[src/rtl/store_buffer_pkg.sv]
// Shared MIPS data-memory definitions used by the store buffer slice.
// Holds the dm word-address width, the datapath word width, the default
// store buffer depth and the layout of one buffered store.
package mips_defs;

    localparam int DM_AW    = 10;
    localparam int WORD_W   = 32;
    localparam int SB_DEPTH = 4;

    typedef struct packed {
        logic [DM_AW-1:0]  addr;
        logic [WORD_W-1:0] data;
        logic [WORD_W-1:0] pc;
    } sb_entry_t;

endpackage

[src/rtl/store_buffer_if.sv]
// Bundle of the datapath store/load signals and the dm port signals seen by
// the store buffer. The slave side is the buffer itself; the master side is
// whatever drives stores/loads and models dm.
interface store_buffer_if;
    import mips_defs::*;

    logic                 st_valid;
    logic [DM_AW+1:2]     st_addr;
    logic [WORD_W-1:0]    st_data;
    logic [WORD_W-1:0]    st_pc;
    logic                 st_ready;

    logic                 ld_req;
    logic [DM_AW+1:2]     ld_addr;
    logic [WORD_W-1:0]    ld_data;
    logic                 ld_stall;

    logic                 mem_write;
    logic [DM_AW+1:2]     mem_addr;
    logic [WORD_W-1:0]    mem_wdata;
    logic [WORD_W-1:0]    mem_pc;
    logic [WORD_W-1:0]    mem_rdata;

    logic                 empty;

    modport slave (
        input  st_valid, st_addr, st_data, st_pc, ld_req, ld_addr, mem_rdata,
        output st_ready, ld_data, ld_stall, mem_write, mem_addr, mem_wdata,
               mem_pc, empty
    );

    modport master (
        output st_valid, st_addr, st_data, st_pc, ld_req, ld_addr, mem_rdata,
        input  st_ready, ld_data, ld_stall, mem_write, mem_addr, mem_wdata,
               mem_pc, empty
    );

endinterface

[src/rtl/sb_match.sv]
// Parallel address compare of a load against every valid store buffer entry.
// Reports whether any entry matches and the index of the youngest match, i.e.
// the one closest behind wr_ptr.
module sb_match
    import mips_defs::*;
#(
    parameter int DEPTH = SB_DEPTH,
    parameter int PTR_W = $clog2(DEPTH)
) (
    input  logic                        ld_req,
    input  logic [DM_AW-1:0]            ld_addr,
    input  logic [DEPTH-1:0][DM_AW-1:0] addrs,
    input  logic [PTR_W-1:0]            wr_ptr,
    input  logic [PTR_W:0]              count,
    output logic                        hit,
    output logic [PTR_W-1:0]            hit_idx
);

    logic [PTR_W-1:0] idx;

    // Walk from the oldest valid entry to the youngest so the youngest match is the one kept.
    always_comb begin
        hit     = 1'b0;
        hit_idx = '0;
        idx     = '0;
        for (int k = DEPTH - 1; k >= 0; k--) begin
            idx = wr_ptr - PTR_W'(k + 1);
            if (ld_req && (k < int'(count)) && (addrs[idx] == ld_addr)) begin
                hit     = 1'b1;
                hit_idx = idx;
            end
        end
    end

endmodule

[src/rtl/store_buffer.sv]
// Word-granular store buffer between the MIPS datapath and the single-port dm.
// Stores are queued and drained to dm in cycles where no load owns the port.
// Optional macro STORE_BUF_FWD_EN: forward load hits from the youngest
// matching entry; without it a hit stalls the load until the entry drains.
module store_buffer
    import mips_defs::*;
#(
    parameter int DEPTH = SB_DEPTH,
    parameter int PTR_W = $clog2(DEPTH)
) (
    input  logic           clk,
    input  logic           reset,
    store_buffer_if.slave  bus
);

    sb_entry_t                   entries [DEPTH];
    logic [DEPTH-1:0][DM_AW-1:0] entry_addrs;
    logic [PTR_W-1:0]            wr_ptr;
    logic [PTR_W-1:0]            rd_ptr;
    logic [PTR_W:0]              count;
    sb_entry_t                   head;
    logic                        full;
    logic                        push;
    logic                        drain;
    logic                        hit;
    logic [PTR_W-1:0]            hit_idx;

    // Flatten the stored addresses for the matcher.
    always_comb begin
        entry_addrs = '0;
        for (int i = 0; i < DEPTH; i++) begin
            entry_addrs[i] = entries[i].addr;
        end
    end

    sb_match #(
        .DEPTH (DEPTH),
        .PTR_W (PTR_W)
    ) u_match (
        .ld_req  (bus.ld_req),
        .ld_addr (bus.ld_addr),
        .addrs   (entry_addrs),
        .wr_ptr  (wr_ptr),
        .count   (count),
        .hit     (hit),
        .hit_idx (hit_idx)
    );

    assign head         = entries[rd_ptr];
    assign full         = (count == (PTR_W + 1)'(DEPTH));
    assign bus.empty    = (count == '0);
    assign bus.st_ready = !full;
    assign push         = bus.st_valid && !full;

`ifdef STORE_BUF_FWD_EN
    assign bus.ld_stall = 1'b0;
    assign bus.ld_data  = hit ? entries[hit_idx].data : bus.mem_rdata;
`else
    logic fwd_unused;
    assign fwd_unused   = ^hit_idx;
    assign bus.ld_stall = hit;
    assign bus.ld_data  = bus.mem_rdata;
`endif

    assign drain = !bus.empty && (!bus.ld_req || bus.ld_stall);

    // The dm port goes to the head store when draining, otherwise to the load.
    always_comb begin
        bus.mem_write = drain;
        bus.mem_addr  = drain ? head.addr : bus.ld_addr;
        bus.mem_wdata = head.data;
        bus.mem_pc    = head.pc;
    end

    // Entry storage is deliberately left uncleared by reset; only the pointers define validity.
    always_ff @(posedge clk) begin
        if (push && !reset) begin
            entries[wr_ptr] <= '{addr: bus.st_addr, data: bus.st_data, pc: bus.st_pc};
        end
    end

    // Pointer and occupancy bookkeeping; reset discards every buffered store.
    always_ff @(posedge clk) begin
        if (reset) begin
            wr_ptr <= '0;
            rd_ptr <= '0;
            count  <= '0;
        end else begin
            if (push) begin
                wr_ptr <= wr_ptr + 1'b1;
            end
            if (drain) begin
                rd_ptr <= rd_ptr + 1'b1;
            end
            case ({push, drain})
                2'b10:   count <= count + 1'b1;
                2'b01:   count <= count - 1'b1;
                default: count <= count;
            endcase
        end
    end

endmodule

[src/flat_wrapper.sv]
// flat-port wrapper written by rule: the top's interface ports become plain ports
module store_buffer_flat import mips_defs::*;
#(
    parameter int DEPTH = SB_DEPTH,
    parameter int PTR_W = $clog2(DEPTH)
)
  (clk, reset, bus_st_valid, bus_st_addr, bus_st_data, bus_st_pc, bus_ld_req, bus_ld_addr, bus_mem_rdata, bus_st_ready, bus_ld_data, bus_ld_stall, bus_mem_write, bus_mem_addr, bus_mem_wdata, bus_mem_pc, bus_empty);
  store_buffer_if bus_i ();
  input  logic clk;
  input  logic reset;
  input wire logic [$bits(bus_i.st_valid)-1:0] bus_st_valid;
  input wire logic [$bits(bus_i.st_addr)-1:0] bus_st_addr;
  input wire logic [$bits(bus_i.st_data)-1:0] bus_st_data;
  input wire logic [$bits(bus_i.st_pc)-1:0] bus_st_pc;
  input wire logic [$bits(bus_i.ld_req)-1:0] bus_ld_req;
  input wire logic [$bits(bus_i.ld_addr)-1:0] bus_ld_addr;
  input wire logic [$bits(bus_i.mem_rdata)-1:0] bus_mem_rdata;
  output wire logic [$bits(bus_i.st_ready)-1:0] bus_st_ready;
  output wire logic [$bits(bus_i.ld_data)-1:0] bus_ld_data;
  output wire logic [$bits(bus_i.ld_stall)-1:0] bus_ld_stall;
  output wire logic [$bits(bus_i.mem_write)-1:0] bus_mem_write;
  output wire logic [$bits(bus_i.mem_addr)-1:0] bus_mem_addr;
  output wire logic [$bits(bus_i.mem_wdata)-1:0] bus_mem_wdata;
  output wire logic [$bits(bus_i.mem_pc)-1:0] bus_mem_pc;
  output wire logic [$bits(bus_i.empty)-1:0] bus_empty;
  assign bus_i.st_valid = bus_st_valid;
  assign bus_i.st_addr = bus_st_addr;
  assign bus_i.st_data = bus_st_data;
  assign bus_i.st_pc = bus_st_pc;
  assign bus_i.ld_req = bus_ld_req;
  assign bus_i.ld_addr = bus_ld_addr;
  assign bus_i.mem_rdata = bus_mem_rdata;
  assign bus_st_ready = bus_i.st_ready;
  assign bus_ld_data = bus_i.ld_data;
  assign bus_ld_stall = bus_i.ld_stall;
  assign bus_mem_write = bus_i.mem_write;
  assign bus_mem_addr = bus_i.mem_addr;
  assign bus_mem_wdata = bus_i.mem_wdata;
  assign bus_mem_pc = bus_i.mem_pc;
  assign bus_empty = bus_i.empty;
  store_buffer #(.DEPTH(DEPTH), .PTR_W(PTR_W)) u_core (.clk(clk), .reset(reset), .bus(bus_i));
endmodule
[config.mk]
export PLATFORM = sky130hd
export DESIGN_NAME = store_buffer_flat
export DESIGN_NICKNAME = d
export VERILOG_FILES = /design/src/rtl/store_buffer_pkg.sv /design/src/rtl/store_buffer_if.sv /design/src/rtl/sb_match.sv /design/src/rtl/store_buffer.sv /design/src/flat_wrapper.sv
export SDC_FILE = /design/constraint.sdc
export NUM_CORES = 1
export LEC_CHECK = 0
export CAP_MARGIN = 20
export CORE_ASPECT_RATIO = 1.25
export CORE_MARGIN = 2
export CORE_UTILIZATION = 45
export DETAILED_ROUTE_END_ITERATION = 8
export GPL_TIMING_DRIVEN = 0
export PLACE_DENSITY = 0.74
export SETUP_SLACK_MARGIN = 0.3
export SYNTH_ARGS = -nofsm -noshare
export SYNTH_HDL_FRONTEND = slang
export SYNTH_SLANG_ARGS = --single-unit
[constraint.sdc]
create_clock -name clk -period 8.66 [get_ports clk]
set_input_delay 2.165 -clock clk [delete_from_list [all_inputs] [get_ports clk]]
set_output_delay 2.165 -clock clk [all_outputs]
set_load 0.05 [all_outputs]
==> results.py <==
metrics = {
    "outcome": {
        "outcome": "finished, final reports clean",
    },
    "synth": {
        "synth_area_leader_cell": "edfxtp_1",
        "ys_ff_latch": 305,
        "synthTopCellsByArea": "edfxtp_1 (67%), mux4_2 (19%), xnor2_1 (2.2%)",
        "syn_area_per_cell_um2": 20.2,
        "synth-edff-count": 296,
        "netlist_area_um2": 13400,
        "synth_top_family_by_area": "multiplexers",
        "synth_nets": 790,
        "synth_adder_area_share": 0.00843,
        "muxShareOfSynthArea": 0.206,
        "synthArstFlopShare": 0,
        "synth_most_common_cell": "edfxtp_1",
        "synth-simple-area-share": 0.0241,
        "synth_xor_area_frac": 0.0282,
        "synth_top_area_frac": 0.665,
        "yosys_most_used_dff": "edfxtp_1",
        "ys_types": 48,
        "synth_commonest_cells": "edfxtp_1 (296), mux4_2 (110), buf_4 (34), xnor2_1 (34), clkbuf_1 (17)",
        "yosys_warnings": 0,
        "synth_compound_area_frac": 0.0188,
        "synth_cells": 661,
        "yosysSeqAreaShare": 0.679,
    },
    "placed_design": {
        "hpwlAfterDp_mm": 18.6,
        "post-place-ws_ps": 1110,
        "portBuffers": 186,
        "gp_congestion": 0.880,
    },
    "global_route": {
        "overflow": 0,
        "grt_pass1_vias": 7379,
        "grt_pass1_wl_mm": 42.8,
        "antenna_found_initial": 1,
        "grt_max_degree": 50,
        "track_usage": 0.183,
    },
    "cts": {
        "cts_setup_buffers": 0,
        "numCtsBuffers": 29,
        "htreeDepth": 1,
        "clock-root-buffer": "clkbuf_16",
        "insertion_delay_ps": 570,
        "cts_resized": 0,
        "cts_sinks": 305,
        "clock_path_buffers": 3,
        "hold_buffers": 0,
        "clkTransAtPathRegs_ps": 70,
        "cts_tree": "yes",
    },
    "sta": {
        "timing.final.crit_share": 0.918,
        "setup_ws_ps": 708,
        "relSlewSlack": 0.315,
        "hold_viol": 0,
        "tightestPinTransition_ps": 1030,
        "rsz0062_at_grt": "false",
        "finalSetupViolCount": 0,
        "maxSlewViolCount": 0,
        "fmax_ghz": 0.126,
        "fin_setup_tns_ps": 0,
        "finalCriticalPeriod_ps": 7950,
        "final.setup_skew_ps": 6.17,
    },
    "detailed_routing": {
        "dr.pass1.iters": 5,
        "routed_wl_mm": 28.2,
        "drc": 0,
        "drtIter0Drc": 386,
        "vias": 7051,
        "ant_nets": 0,
        "vias_per_cell": 5.42,
        "wl_per_cell_um": 21.7,
    },
    "finish": {
        "n_antenna_cell": 0,
        "multi_input_area_um2": 3830,
        "ff_latch_area_um2": 9070,
        "layout-drive-gt1-share": 0.250,
        "final_nets": 1011,
        "area_growth_pct": 25.8,
        "fillers": 2284,
    },
    "floorplan": {
        "fp.dieW_um": 158,
        "io_pins": 230,
        "core_um2": 29300,
        "die_area_um2": 31100,
        "die_h_um": 197,
        "rows": 70,
        "start_util": 0.457,
    },
    "worst_setup_path": {
        "arrival_ps": 5790,
        "crit_path_max_fanout": 11,
        "required_ps": 6500,
        "endpoint_kind": "primary output",
        "crit_type": "flip-flop to primary output",
        "rr_worst_depth": 18,
        "critPathLaunchType": "flip-flop",
    },
    "power": {
        "p_leak_nw": 5.34,
        "finalPower_mw": 4.90,
        "p_per_area_nw_per_um2": 291,
        "ir_drop_uv": 273,
    },
    "worst_hold_path": {
        "hold_path_depth": 2,
        "hold_class": "flip-flop to flip-flop",
    },
    "job": {
        "maxCapViolations": 0,
    },
}
==> per-stage QoR <==
stage                     instance area [um2]  instances   util  hold slack [ps]
after detailed placement                15800       1247  0.542              569
final                                   16800       1301  0.575              584
after global placement                  15700       1243  0.537              565
after floorplan                         13400        661      -              522
after global routing                    16800       1301  0.575              614
after CTS                               16800       1301  0.575              587
==> layer usage <==
| metal | GRT usage | vias up | share of wire |
|---|---|---|---|
| met5 | 0 | - | 0.00046 |
| li1 | - | 3157 | - |
| met3 | 0.0554 | 57 | 0.081 |
| met1 | 0.227 | 3611 | 0.39 |
| met4 | 0.0554 | 2 | 0.028 |
| met2 | 0.310 | 224 | 0.50 |
==> sequential cells by signal, summed over array words and instances (netlist names), named ones only <==
signal          cells
u_core.entries    296
u_core.count        3
u_core.rd_ptr       2
u_core.wr_ptr       2
==> kinds of logic after synthesis <==
| family | after synthesis |
|---|---|
| DFF | 305 |
| muxes | 133 |
| buffers and inverters | 80 |
| and+or+nand+nor | 60 |
| xor gates and xnor gates | 43 |
| AOI/OAI and AO/OA | 31 |
| adders and majority gates | 9 |
==> worst max-delay path, stage by stage, from the launching register on <==
cell,delay [ps]
dfxtp_1,370
buf_2,270
buf_2,330
buf_2,370
inv_1,110
ha_1,300
buf_6,170
buf_6,190
buf_4,240
mux4_2,330
xnor2_1,320
o211ai_1,150
nor4_1,310
a31oi_1,140
a31oi_2,320
buf_6,250
mux2_4,320
clkdlybuf4s50_1,710
==> final timing paths <==
path                                  startpoint         endpoint  slack (ps)
worst max-delay path            u_core.wr_ptr[1]  bus_mem_addr[1]         710
worst min-delay path            u_core.rd_ptr[1]        flip-flop         580
worst max register to register  u_core.wr_ptr[1]  u_core.count[2]        3580
worst min register to register  u_core.rd_ptr[1]        flip-flop         580
==> layout by cell type (no fill, tap or decap), drive strengths merged, types with 9 or more instances in the layout <==
cell	count
mux4	110
clkinv	13
mux2i	11
xor2	9
clkdlybuf4s50	186
inv	11
dfxtp	9
edfxtp	296
ha	9
buf	60
clkbuf	50
mux2	12
nand2	15
xnor2	34
==> power breakdown <==
group	switching [mW]	internal (mW)	total, mW
Combinational	1.13	0.760	1.89
Sequential	0.0353	1.70	1.74
Clock	0.555	0.717	1.27
Total	1.72	3.18	4.90
==> final cells by class <==
class | instances | area share
Buffer | 73 | 0.0269
Clock buffer | 33 | 0.0441
Tap cell | 396 | 0.0295
Multi-Input combinational cell | 276 | 0.228
Timing Repair Buffer | 190 | 0.117
Sequential cell | 305 | 0.539
Clock inverter | 21 | 0.0135
Inverter | 7 | 0.00156
No activity file was read; power rests on OpenSTA's default activity.
